**config.mk**
```make
export PLATFORM = sky130hd
export DESIGN_NAME = vliw_fetch_stage
export DESIGN_NICKNAME = d
export VERILOG_FILES = /design/src/rtl/vliw_fetch_stage.sv
export SDC_FILE = /design/constraint.sdc
export NUM_CORES = 1
export LEC_CHECK = 0
export BUFFER_PORTS_ARGS = -buffer_cell sky130_fd_sc_hd__buf_4
export CORE_MARGIN = 2
export CORE_UTILIZATION = 50
export CTS_CLUSTER_SIZE = 28
export DETAILED_ROUTE_END_ITERATION = 12
export MAX_ROUTING_LAYER = met4
export PLACE_DENSITY = 0.69
export SLEW_MARGIN = 20
export SYNTH_ARGS = -nofsm -noshare
export SYNTH_HDL_FRONTEND = slang
export SYNTH_SLANG_ARGS = --single-unit
```
**constraint.sdc**
```tcl
create_clock -name clk -period 7.6 [get_ports clk]
set_clock_uncertainty 0.2 [all_clocks]
set_input_delay 0.76 -clock clk [delete_from_list [all_inputs] [get_ports clk]]
set_output_delay 0.76 -clock clk [all_outputs]
set_load 0.05 [all_outputs]
```
**src/rtl/vliw_fetch_stage.sv**
```systemverilog
// Instruction fetch for the two-slot VLIW core: credit-limited in-order imem
// requests, a small bundle buffer ahead of IF/ID, and redirect squash of in-flight responses.
module vliw_fetch_stage #(
  parameter logic [31:0] RESET_PC        = 32'h0000_0000,
  parameter int unsigned BUNDLE_BYTES    = 6,
  parameter int unsigned FIFO_DEPTH      = 2,
  parameter int unsigned MAX_OUTSTANDING = 2
) (
  input  logic        clk,
  input  logic        reset,
  input  logic        stall,
  input  logic        redirect_valid,
  input  logic [31:0] redirect_pc,
  output logic        imem_req_valid,
  input  logic        imem_req_ready,
  output logic [31:0] imem_req_addr,
  input  logic        imem_rsp_valid,
  input  logic [47:0] imem_rsp_data,
  output logic        out_valid,
  output logic [31:0] out_pc,
  output logic [31:0] out_instr1,
  output logic [15:0] out_instr2,
  output logic        if_write,
  output logic        if_flush
);

  localparam int unsigned PW = (FIFO_DEPTH > 1) ? $clog2(FIFO_DEPTH) : 1;
  localparam int unsigned QW = (MAX_OUTSTANDING > 1) ? $clog2(MAX_OUTSTANDING) : 1;
  localparam int unsigned CW = $clog2(FIFO_DEPTH + MAX_OUTSTANDING + 1);
  localparam logic [CW-1:0] DEPTH_C = CW'(FIFO_DEPTH);
  localparam logic [CW-1:0] MAXO_C  = CW'(MAX_OUTSTANDING);
  localparam logic [CW-1:0] ONE_C   = CW'(1);
  localparam logic [QW-1:0] QLAST_C = QW'(MAX_OUTSTANDING - 1);
  localparam logic [PW-1:0] PONE_C  = PW'(1);

  typedef enum logic {
    ST_BOOT,
    ST_RUN
  } state_e;

  state_e        state_q;
  logic [31:0]   fetch_pc_q, fetch_pc_d;
  logic [CW-1:0] count_q, count_d;
  logic [CW-1:0] outst_q, outst_d;
  logic [CW-1:0] drop_q, drop_d;
  logic [PW-1:0] rd_ptr_q, rd_ptr_d;
  logic [PW-1:0] wr_ptr_q, wr_ptr_d;
  logic [QW-1:0] pcq_rd_q, pcq_rd_d;
  logic [QW-1:0] pcq_wr_q, pcq_wr_d;

  logic [31:0]   fifo_pc_q   [FIFO_DEPTH];
  logic [47:0]   fifo_data_q [FIFO_DEPTH];
  logic [31:0]   pcq_q       [MAX_OUTSTANDING];

  logic          run;
  logic [CW-1:0] live;
  logic          credit_ok;
  logic          req_fire;
  logic          rsp_take;
  logic          rsp_drop;
  logic          push;
  logic          pop;
  logic          fifo_empty;
  logic [31:0]   head_pc;
  logic [47:0]   head_data;

  function automatic logic [QW-1:0] pcq_next(input logic [QW-1:0] ptr);
    return (ptr == QLAST_C) ? '0 : ptr + QW'(1);
  endfunction

  // Credit counts both live in-flight requests and buffered bundles, so a
  // response always finds a free FIFO slot.
  always_comb begin
    run            = (state_q == ST_RUN) && !reset;
    live           = outst_q - drop_q;
    credit_ok      = (outst_q < MAXO_C) && ((live + count_q) < DEPTH_C);
    imem_req_valid = run && !redirect_valid && credit_ok;
    imem_req_addr  = fetch_pc_q;
    req_fire       = imem_req_valid && imem_req_ready;

    rsp_take       = imem_rsp_valid && (outst_q != '0) && !reset;
    rsp_drop       = rsp_take && ((drop_q != '0) || redirect_valid);
    push           = rsp_take && !rsp_drop;

    fifo_empty     = (count_q == '0);
    head_pc        = fifo_pc_q[rd_ptr_q];
    head_data      = fifo_data_q[rd_ptr_q];
    out_valid      = !fifo_empty && !redirect_valid && !reset;
    out_pc         = (fifo_empty || reset) ? 32'h0 : head_pc;
    out_instr1     = (fifo_empty || reset) ? 32'h0 : head_data[47:16];
    out_instr2     = (fifo_empty || reset) ? 16'h0 : head_data[15:0];
    pop            = out_valid && !stall;

    if_write       = run && !stall;
    if_flush       = redirect_valid && !reset;
  end

  always_comb begin
    fetch_pc_d = fetch_pc_q;
    count_d    = count_q;
    drop_d     = drop_q;
    rd_ptr_d   = rd_ptr_q;
    wr_ptr_d   = wr_ptr_q;
    pcq_rd_d   = pcq_rd_q;
    pcq_wr_d   = pcq_wr_q;
    outst_d    = outst_q + (req_fire ? ONE_C : '0) - (rsp_take ? ONE_C : '0);

    if (redirect_valid) begin
      // Everything still in flight after this cycle belongs to the wrong path.
      fetch_pc_d = redirect_pc;
      drop_d     = outst_q - (rsp_take ? ONE_C : '0);
      count_d    = '0;
      rd_ptr_d   = '0;
      wr_ptr_d   = '0;
    end else begin
      if (req_fire) begin
        fetch_pc_d = fetch_pc_q + 32'(BUNDLE_BYTES);
      end
      if (rsp_take && (drop_q != '0)) begin
        drop_d = drop_q - ONE_C;
      end
      count_d = count_q + (push ? ONE_C : '0) - (pop ? ONE_C : '0);
      if (push) begin
        wr_ptr_d = wr_ptr_q + PONE_C;
      end
      if (pop) begin
        rd_ptr_d = rd_ptr_q + PONE_C;
      end
    end

    if (req_fire) begin
      pcq_wr_d = pcq_next(pcq_wr_q);
    end
    if (rsp_take) begin
      pcq_rd_d = pcq_next(pcq_rd_q);
    end
  end

  always_ff @(posedge clk) begin
    if (reset) begin
      state_q    <= ST_BOOT;
      fetch_pc_q <= RESET_PC;
      count_q    <= '0;
      outst_q    <= '0;
      drop_q     <= '0;
      rd_ptr_q   <= '0;
      wr_ptr_q   <= '0;
      pcq_rd_q   <= '0;
      pcq_wr_q   <= '0;
    end else begin
      state_q    <= ST_RUN;
      fetch_pc_q <= fetch_pc_d;
      count_q    <= count_d;
      outst_q    <= outst_d;
      drop_q     <= drop_d;
      rd_ptr_q   <= rd_ptr_d;
      wr_ptr_q   <= wr_ptr_d;
      pcq_rd_q   <= pcq_rd_d;
      pcq_wr_q   <= pcq_wr_d;
    end
  end

  // Storage arrays carry no reset; validity is tracked by the counters alone.
  always_ff @(posedge clk) begin
    if (req_fire) begin
      pcq_q[pcq_wr_q] <= fetch_pc_q;
    end
    if (push) begin
      fifo_pc_q[wr_ptr_q]   <= pcq_q[pcq_rd_q];
      fifo_data_q[wr_ptr_q] <= imem_rsp_data;
    end
  end

  always_ff @(posedge clk) begin
    if (!reset) begin
      assert (!(push && (count_q == DEPTH_C)));
      assert (!(req_fire && (outst_q == MAXO_C)));
    end
  end

endmodule

```
* Word level (Yosys, flattened, before mapping)
Memory sizes are Yosys's and may differ from the RTL's. A register that Yosys moved wholly into a read port is not among the register bits.
Index checks and enable logic that the tools add are counted.
** Storage, ports and cells
- Bits in registers :: 46
- Memories kept :: 3
- RAM bits :: 224
- Logic and storage cells :: 79
** Memory list
- fifo_data_q :: words 2, width 48, rd ports 1, clocked after Yosys merged registers in 1, wr ports 1, line 52 : logic [47:0] fifo_data_q [FIFO_DEPTH];
- fifo_pc_q :: words 2, width 32, rd ports 1, clocked after Yosys merged registers in 1, wr ports 1, line 51 : logic [31:0] fifo_pc_q [FIFO_DEPTH];
- pcq_q :: words 2, width 32, rd ports 1, clocked after Yosys merged registers in 1, wr ports 1, line 53 : logic [31:0] pcq_q [MAX_OUTSTANDING];
** Operators by class
- Reductions and logical operators :: 28
- Magnitude comparators :: 2
- Add/sub/neg operators :: 13
- Muxes and demuxes :: 24
** Operators by type and width (number)
- 32-bit 2-to-1 mux :: 4
- 32-bit by 3-bit adder with 32-bit output, second input constant :: 1
- 1-bit 2-to-1 mux :: 17
- 16-bit 2-to-1 mux :: 1
- 1-bit logical AND :: 15
- 3-bit by 1-bit adder with 3-bit output :: 2
- 3-bit by 2-bit < comparator with 1-bit output, second input constant :: 2
- 3-bit 2-to-1 mux :: 2
- 3-bit nonzero test :: 2
- 3-bit by 1-bit subtractor with 3-bit output :: 2
- 3-bit subtractor :: 2
- 1-bit logical NOT :: 5
- 1-bit adder, second input constant :: 4
- 2-bit nonzero test :: 2
- 3-bit adder :: 1
- 3-bit logical NOT :: 1
- 3-bit by 1-bit subtractor with 3-bit output, second input constant :: 1
- 1-bit logical OR :: 2
- 2-bit OR reduction :: 1

* Depth between registers and ports, before layout
Gate-level depths: netlist (run 1).
- Depth in word-level cells :: 9
- Gate-level depth with buffers :: 17
- Gate-level depth less buffers :: 15

* Worst setup path before layout (run 1)
OpenSTA, ideal clock, no wires.
- Path kind :: input to register
- From :: input reset
- To :: memory fifo_data_q[0][0] (enable)
- Arrival time :: 4.927 ns
- Slack :: 1.952 ns
- Stages on the path :: 4
- Buffers on the path :: 1
- Setup time :: 0.521 ns
- Cells stage by stage :: clkbuf_1 nor3b_1 nand2_1 nor2_1
** Between the ends
- Longest elaborated chain between the ends :: 7
** Ends and longest elaborated chain
- start: declaration :: line 10 : input logic reset,
- 1-bit logical NOT (*)
- 1-bit logical AND (*) :: line 81 : rsp_take = imem_rsp_valid && (outst_q != '0) && !reset;
- named net rsp_take :: line 59 : logic rsp_take;
- 1-bit logical AND :: line 82 : rsp_drop = rsp_take && ((drop_q != '0) || redirect_valid);
- 1-bit logical NOT :: line 83 : push = rsp_take && !rsp_drop;
- 1-bit logical AND (*) :: line 83
- 1-bit 2-to-1 mux (*) :: line 168 : if (push) begin
- 1-bit 2-to-1 mux (not written as such) (*) :: line 170 : fifo_data_q[wr_ptr_q] <= imem_rsp_data;
- end: declaration :: line 52
The timed path passes the listed nets; every way through them passes the cells marked *.

* Worst setup path in the final report (run 1)
- From :: register count_q[1]
- To :: register outst_q[2]
** Between the ends
- Longest elaborated chain between the ends :: 8
** Ends and longest elaborated chain
- start: declaration :: line 43 : logic [CW-1:0] count_q, count_d;
- start signal: assignment :: line 153 : count_q <= count_d;
- 3-bit adder :: line 76 : credit_ok = (outst_q < MAXO_C) && ((live + count_q) < DEPTH_C);
- 3-bit by 2-bit < comparator with 1-bit output :: line 76
- 1-bit logical AND :: line 76
- 1-bit logical AND :: line 77 : imem_req_valid = run && !redirect_valid && credit_ok;
- 1-bit logical AND :: line 79 : req_fire = imem_req_valid && imem_req_ready;
- 1-bit 2-to-1 mux :: line 106 : outst_d = outst_q + (req_fire ? ONE_C : '0) - (rsp_take ? ONE_C : '0);
- 3-bit by 1-bit adder with 3-bit output :: line 106
- 3-bit subtractor :: line 106
- end signal: assignment :: line 154 : outst_q <= outst_d;
- end: declaration :: line 44 : logic [CW-1:0] outst_q, outst_d;
Every way passes these cells.
A chain may end at the register's enable or synchronous reset.

==> results of run 1 <==
-- per-stage QoR --
stage	std cells	hold WS, ns	cell area (sq um)	power [mW]
final	1281	0.2144	13830	3.465
after global routing	1281	0.1937	13830	3.589
after CTS	1280	0.1942	13790	3.493
after detailed placement	1230	0.2974	12890	2.174
after global placement	1230	0.2798	12890	2.165
after floorplan	783	0.2813	11100	2.042
-- state kept, by name (all words and copies together), names as in the netlist, named ones only --
name	cells
fifo_data_q	96
fifo_pc_q	64
pcq_q	64
imem_req_addr	32
count_q	3
drop_q	3
outst_q	3
pcq_rd_q	1
pcq_wr_q	1
rd_ptr_q	1
state_q	1
wr_ptr_q	1
-- Yosys cell counts (8+ instances only) --
| cell type | n |
|---|---|
| o21ai_0 | 8 |
| nor3_1 | 9 |
| nand4_1 | 15 |
| a21oi_1 | 9 |
| a211oi_1 | 10 |
| edfxtp_1 | 224 |
| nor2_1 | 108 |
| nor4_1 | 11 |
| inv_1 | 19 |
| dfxtp_1 | 48 |
| nand3_1 | 16 |
| a31oi_1 | 20 |
| ha_1 | 11 |
| and2_1 | 9 |
| xnor2_1 | 14 |
| mux2i_1 | 82 |
| clkbuf_1 | 31 |
| nand2_1 | 27 |
| mux2_2 | 33 |
-- cell type report --
cell class / instances / area [sq um] / share of cell area
flip-flops and latches: 272 / 7691 / 0.5562
multi-input cells: 449 / 3208 / 0.2320
repair buffers: 210 / 1600 / 0.1157
clock buffers: 32 / 747.0 / 0.05402
well taps: 280 / 350.3 / 0.02533
clock inverters: 18 / 156.4 / 0.01131
inverters: 20 / 75.07 / 0.005429
-- worst max-delay path by stage --
stage | cells after the start | end
finish | 14 | outst_q[2]$_SDFF_PP0_
global route | 14 | outst_q[2]$_SDFF_PP0_
CTS | 14 | outst_q[2]$_SDFF_PP0_
detailed placement | 14 | outst_q[2]$_SDFF_PP0_
global placement | 14 | outst_q[2]$_SDFF_PP0_
floorplan | 4 | fifo_data_q[0][0]$_DFFE_PP_
-- per-layer routing --
layer | wire length, microns | share of wire | up-vias
met4 | 688 | 0.029 | 0
met5 | 0 | 0 | -
li1 | - | - | 3338
met3 | 1550 | 0.066 | 55
met2 | 10720 | 0.46 | 305
met1 | 10440 | 0.45 | 3342
-- cell families (layout without fill, tap and decap cells) --
kind of cell    count (synthesis)  after routing  synth area share
mux                           115            115            0.1074
compound gates                 68             68           0.04158
simple gates                  231            231            0.1007
buf+inv                        62            280           0.02141
flops                         272            272            0.6923
fa+ha+maj                      15             15           0.01961
xor+xnor                       20             20           0.01701
-- power by group --
part	internal (mW)	leakage (nW)	switching (mW)
sequential	1.69	2.42	0.0445
combinational	0.160	1.97	0.248
clock	0.775	0.452	0.547
-- worst max-delay path, cell delays in order (launching register included) --
cell and delay (ns):
dfxtp_1 0.40, inv_1 0.08, fa_1 0.50, fa_1 0.44, xor2_1 0.23, xor2_1 0.83
nor2_4 0.30, inv_2 0.41, ha_1 0.30, inv_1 0.05, ha_1 0.13, inv_1 0.05
fa_1 0.37, xnor2_1 0.16, nor2_1 0.05
==> flow_summary_export.csv, run 1 <==
group,metric,value,unit
status,outcome,"complete, no violations",
floorplan,initial_core_util,0.5088,
yosys,synth_top_flop_cell,"edfxtp_1",
cells_and_area,final_util,0.6336,
sta,rsz0062_at_grt,"false",
placement,hpwlAfterDp,14920,microns
placement,place_ws,2.948,ns
hold_path,min_path_cells,1,
hold_path,holdCritPathClass,"primary input to flop",
power_and_ir_drop,powerDensity,250.6,nW/um^2
grt,met1_usage,0.2847,
power_and_ir_drop,p_leak,4.847,nW
sta,fin_crit_sh,0.6138,
cells_and_area,n_antenna_cell,0,
setup_path,r2r_start,"count_q[1]$_SDFF_PP0_",
setup_path,crit_arrival,4.86,ns
clock_tree,post-cts-setup-buffers,0,
clock_tree,clockBufferDepth,3,
clock_tree,path_clk_slew,0.06,ns
clock_tree,root_buffer,"clkbuf_16",
grt,grt_use_met2,0.3002,
clock_tree,clkSinkCount,272,
sta,fin_crit,4.665,ns
sta,tightestPinTransition,1.101,ns
clock_tree,h-tree-depth,1,
hold_path,hp-start,"imem_rsp_data[35]",
grt,grt_usage,0.1994,
cells_and_area,layout_commonest_cell,"edfxtp_1",
sta,hold_violations,0,
power_and_ir_drop,irDropWorstVdd,0.0001626,V
sta,fin_ws,2.935,ns
sta,setup-violations-final,0,
floorplan,dieArea,23420,sq um
clock_tree,cts_tree,"done",
floorplan,coreArea,21820,sq um
cells_and_area,syn2layout_area_growth,24.53,%
grt,grt_pass1_wl,36360,microns
sta,slew-limit-headroom,0.2659,
grt,first_global_vias,6602,
route,drt-initial-drc-count,556,
setup_path,rr_worst_depth,14,
setup_path,cp-start-kind,"flop",
yosys,yosysTopAreaCell,"edfxtp_1",
yosys,synthesis.area,11100,sq um
clock_tree,cts-resized-gates,0,
route,avgRoutedWirePerCell,18.26,microns
setup_path,end_kind,"flop",
hold_path,worstHoldEndpoint,"fifo_data_q[1][35]$_DFFE_PP_",
setup_path,rr_endpoint,"outst_q[2]$_SDFF_PP0_",
floorplan,fp.dieW,153.0,microns
grt,grt_max_degree,84,
setup_path,reg2reg_slack,2.94,ns
floorplan,io_pins,202,
clock_tree,clk_latency,0.53,ns
route,drc,0,
route,vias,7040,
clock_tree,ctsHoldBuffers,0,
route,routed_wl,23400,microns
yosys,syn_inst,783,
setup_path,crit_type,"flop to flop",
grt,use_met3,0.02835,
yosys,synth_cell_types,48,
grt,grt-ovfl-total,0,
yosys,yosysTopAreaCellShare,0.6057,
yosys,synth_edf_count,224,
route,vias_per_cell,5.496,
yosys,synth_nets,884,
sta,slew_viol_final,0,
yosys,ys_warn_count,0,
cells_and_area,nets,1081,
floorplan,fp.dieH,153.0,microns
setup_path,required,7.79,ns
grt,antenna_found_initial,0,
sta,fmax,0.2144,GHz
grt,top_usage_layer,"met2",
placement,portBuffers,201,
sta,final.setup.tns,0,ns
cells_and_area,fillers,1660,
yosys,ys_ff_latch,272,
job,drv_cap,0,
yosys,synth_area_leaders,"edfxtp_1 61%, dfxtp_1 8.7%, mux2i_1 7.4%",
route,detail_route.first_pass.iterations,6,
setup_path,crit_start,"count_q[1]$_SDFF_PP0_",
yosys,synth.avg_cell_area,14.18,sq um
setup_path,path_max_fanout,23,
route,drtAntennaViolNets,0,
cells_and_area,drive_gt1_frac,0.2967,
yosys,async_flop_share,0,
clock_tree,numCtsBuffers,27,
floorplan,row_count,54,
yosys,yosysSeqAreaShare,0.6923,
placement,gp_congestion,0.8998,
cells_and_area,layout_common_cells,"224 x edfxtp_1, 208 x buf_4, 106 x nor2_1, 82 x mux2i_1, 47 x dfxtp_1",
Power figures use the tool's default switching activity.
==> run 2, diff against run 1 <==
--- a/config.mk
+++ b/config.mk
@@ -5,13 +5,14 @@
 export SDC_FILE = /design/constraint.sdc
 export NUM_CORES = 1
 export LEC_CHECK = 0
+export ABC_AREA = 1
 export BUFFER_PORTS_ARGS = -buffer_cell sky130_fd_sc_hd__buf_4
 export CORE_MARGIN = 2
 export CORE_UTILIZATION = 50
 export CTS_CLUSTER_SIZE = 28
 export DETAILED_ROUTE_END_ITERATION = 12
 export MAX_ROUTING_LAYER = met4
-export PLACE_DENSITY = 0.69
+export PLACE_DENSITY = 0.68
 export SLEW_MARGIN = 20
 export SYNTH_ARGS = -nofsm -noshare
 export SYNTH_HDL_FRONTEND = slang
==> constraint.sdc (replaced) <==
create_clock -name clk -period 4.8 [get_ports clk]
set_clock_uncertainty 0.2 [all_clocks]
set_input_delay 0.48 -clock clk [delete_from_list [all_inputs] [get_ports clk]]
set_output_delay 0.48 -clock clk [all_outputs]
set_load 0.05 [all_outputs]
==> run 2 against run 1 <==
First-iteration DRC count grew 9.5%. Non-clock buffer count grew 53. Routed wire length grew 19%. Power grew 55%. Critical path type is now flop to primary output. Flip-flop and latch count is the same. Sequential share of layout area shrank 4.1 points. Worst setup slack lost 1.6 ns. Register-to-register slack lost 1.6 ns. Global-route usage grew 2.8 points. Clock power grew 60%.
==> flow_summary_export.csv, run 2 <==
group,metric,value,unit
status,outcome,"complete, no violations",
cells_and_area,layout_commonest_cell,"nand2_1",
floorplan,io_pins,202,
power_and_ir_drop,powerDensity,360.2,nW/um^2
yosys,ys_ff_latch,272,
setup_path,crit_arrival,2.81,ns
route,drtAntennaViolNets,0,
route,avgRoutedWirePerCell,16.60,microns
route,detail_route.first_pass.iterations,5,
clock_tree,post-cts-setup-buffers,0,
yosys,synth_top_cells_by_count,"348 x nand2_1, 224 x edfxtp_1, 104 x a21oi_1",
route,drt-initial-drc-count,609,
yosys,async_flop_share,0,
clock_tree,clkSinkCount,272,
yosys,yosysSeqAreaShare,0.6571,
floorplan,initial_core_util,0.5136,
sta,fmax,0.2869,GHz
setup_path,cp_common_cell,"inv_1",
grt,antenna_found_initial,0,
floorplan,fp.dieH,157.0,microns
grt,grt_pass1_wl,42490,microns
placement,portBuffers,201,
floorplan,row_count,55,
power_and_ir_drop,p_leak,5.900,nW
clock_tree,h-tree-depth,1,
clock_tree,clockBufferDepth,3,
setup_path,critPathSlowestCell,"fa_1",
hold_path,min_path_cells,5,
setup_path,rr_worst_depth,16,
route,routed_wl,27730,microns
setup_path,end_kind,"primary output",
sta,final.setup.tns,0,ns
cells_and_area,design_area,14930,sq um
sta,tightestPinTransition,0.9632,ns
clock_tree,numCtsBuffers,28,
yosys,synthesis.area,11700,sq um
placement,dp_cells,1567,
power_and_ir_drop,irDropWorstVdd,0.0002471,V
placement,place_area,13510,sq um
route,drc,0,
yosys,synth.avg_cell_area,10.74,sq um
setup_path,crit_type,"flop to primary output",
yosys,synth_nets,1190,
placement,gp_congestion,0.8951,
clock_tree,cts_tree,"done",
sta,setup-violations-final,0,
yosys,syn_inst,1089,
clock_tree,root_buffer,"clkbuf_16",
setup_path,cp_slowest_stage_delay,0.52,ns
yosys,yosysTopAreaCell,"edfxtp_1",
yosys,ys_warn_count,0,
setup_path,cp-start-kind,"flop",
cells_and_area,syn2layout_area_growth,27.59,%
sta,fin_crit,3.486,ns
setup_path,worstPathCellList,"inv_1 > fa_1 > fa_1 > inv_1 > nand3_1 > nand2_1 > nand2_1 > nand2_2 > nand2_4 > inv_1 > buf_4",
floorplan,fp.dieW,157.0,microns
cells_and_area,largest-register,"fifo_data_q",
cells_and_area,nets,1437,
cells_and_area,final_util,0.6553,
cells_and_area,layout_common_cells,"348 x nand2_1, 224 x edfxtp_1, 209 x buf_4, 104 x a21oi_1, 68 x nor2_1",
placement,hpwlAfterDp,17340,microns
sta,hold_violations,0,
yosys,synth_cell_types,36,
yosys,synth_top_flop_cell,"edfxtp_1",
yosys,synth_area_leaders,"edfxtp_1 57%, nand2_1 11%, dfxtp_1 8.2%",
sta,slew_viol_final,0,
route,vias_per_cell,5.093,
yosys,yosysMostFrequentCell,"nand2_1",
sta,slew-limit-headroom,0.3579,
floorplan,coreArea,22780,sq um
sta,fin_crit_sh,0.7262,
setup_path,path_max_fanout,4,
grt,grt_usage,0.2271,
sta,rsz0062_at_grt,"false",
clock_tree,path_clk_slew,0.06,ns
job,drv_cap,0,
yosys,synth_edf_count,224,
floorplan,dieArea,24640,sq um
grt,first_global_vias,8093,
cells_and_area,final_cells,1671,
setup_path,required,4.12,ns
sta,hold_ws,0.04576,ns
grt,grt-ovfl-total,0,
cells_and_area,drive_gt1_frac,0.2351,
cells_and_area,reg_top3,"fifo_data_q (96), fifo_pc_q (64), pcq_q (64)",
grt,grt_max_degree,81,
cells_and_area,largest_reg_flops,96,
route,vias,8511,
yosys,yosysTopAreaCellShare,0.5750,
clock_tree,clk_latency,0.53,ns
hold_path,holdCritPathClass,"primary input to flop",
-- run 2: cell count changes after synthesis, sizes merged, moves of 10 or more --
cell / delta
a211oi: -10
a21oi: +95
a31oi: -19
inv: +47
mux2i: -82
nand2: +332
nand3: +45
nand3b: +10
nand4: -11
nor2: -32
nor4: -11
o21ai: +11
-- run 2: cell families after synthesis --
| family | count (synthesis) | share of synthesized area |
|---|---|---|
| AND/OR/NAND/NOR | 517 | 0.1873 |
| flip-flops | 272 | 0.6571 |
| AO/OA/AOI/OAI | 128 | 0.05679 |
| buffers and inverters | 113 | 0.04043 |
| multiplexers | 32 | 0.03080 |
| adder cells (fa/ha/maj) | 15 | 0.01861 |
| XOR/XNOR | 12 | 0.008984 |
-- run 2: final cells by class --
type | count | area [sq um]
flip-flops and latches | 272 | 7689
diodes | 1 | 2.502
fillers | 1755 | 7851
multi-input cells | 704 | 3567
repair buffers | 263 | 2130
clock buffers | 38 | 779.5
clock inverters | 13 | 116.4
inverters | 67 | 251.5
well taps | 313 | 391.6
-- run 2: critical path, delay by kind of cell (launching register included) --
kind	cells	cell delay [ns]
adder cells (fa/ha/maj)	2	0.98
buffers and inverters	4	0.41
flip-flops	1	0.47
AND/OR/NAND/NOR	5	0.41
-- run 2: what timing repair did --
item,4_1_cts,5_1_grt
hold buffers,52,0
resized for setup,0,0
hold endpoints to repair,100,0
-- run 2: final timing paths --
kind,startpoint,to,slack (ns)
max,count_q[1]$_SDFF_PP0_,imem_req_valid,1.31
max reg2reg,count_q[1]$_SDFF_PP0_,outst_q[2]$_SDFF_PP0_,1.34
min,redirect_pc[21],imem_req_addr[21]$_SDFFE_PP0P_,0.05
min reg2reg,rd_ptr_q$_SDFFE_PP0P_,flop,0.26
-- run 2: power by group --
group          internal, mW  switching (mW)
Clock                  1.24           0.871
Sequential             2.63          0.0598
Combinational         0.236           0.337
Total                  4.11            1.27
-- run 2: through the flow --
step / setup slack, ns / power [mW]
CTS: 1.274 / 5.426
detailed placement: 1.266 / 3.280
finish: 1.314 / 5.377
floorplan: 0.7353 / 3.094
global route: 1.101 / 5.576
global placement: 1.408 / 3.267
-- run 2: metal layers --
metal | GRT usage | up-vias | share of wire
met5 | - | - | 0
met4 | 0.07165 | 0 | 0.019
met3 | 0.03166 | 35 | 0.060
met2 | 0.3722 | 266 | 0.49
met1 | 0.2958 | 4027 | 0.43
li1 | - | 4183 | -
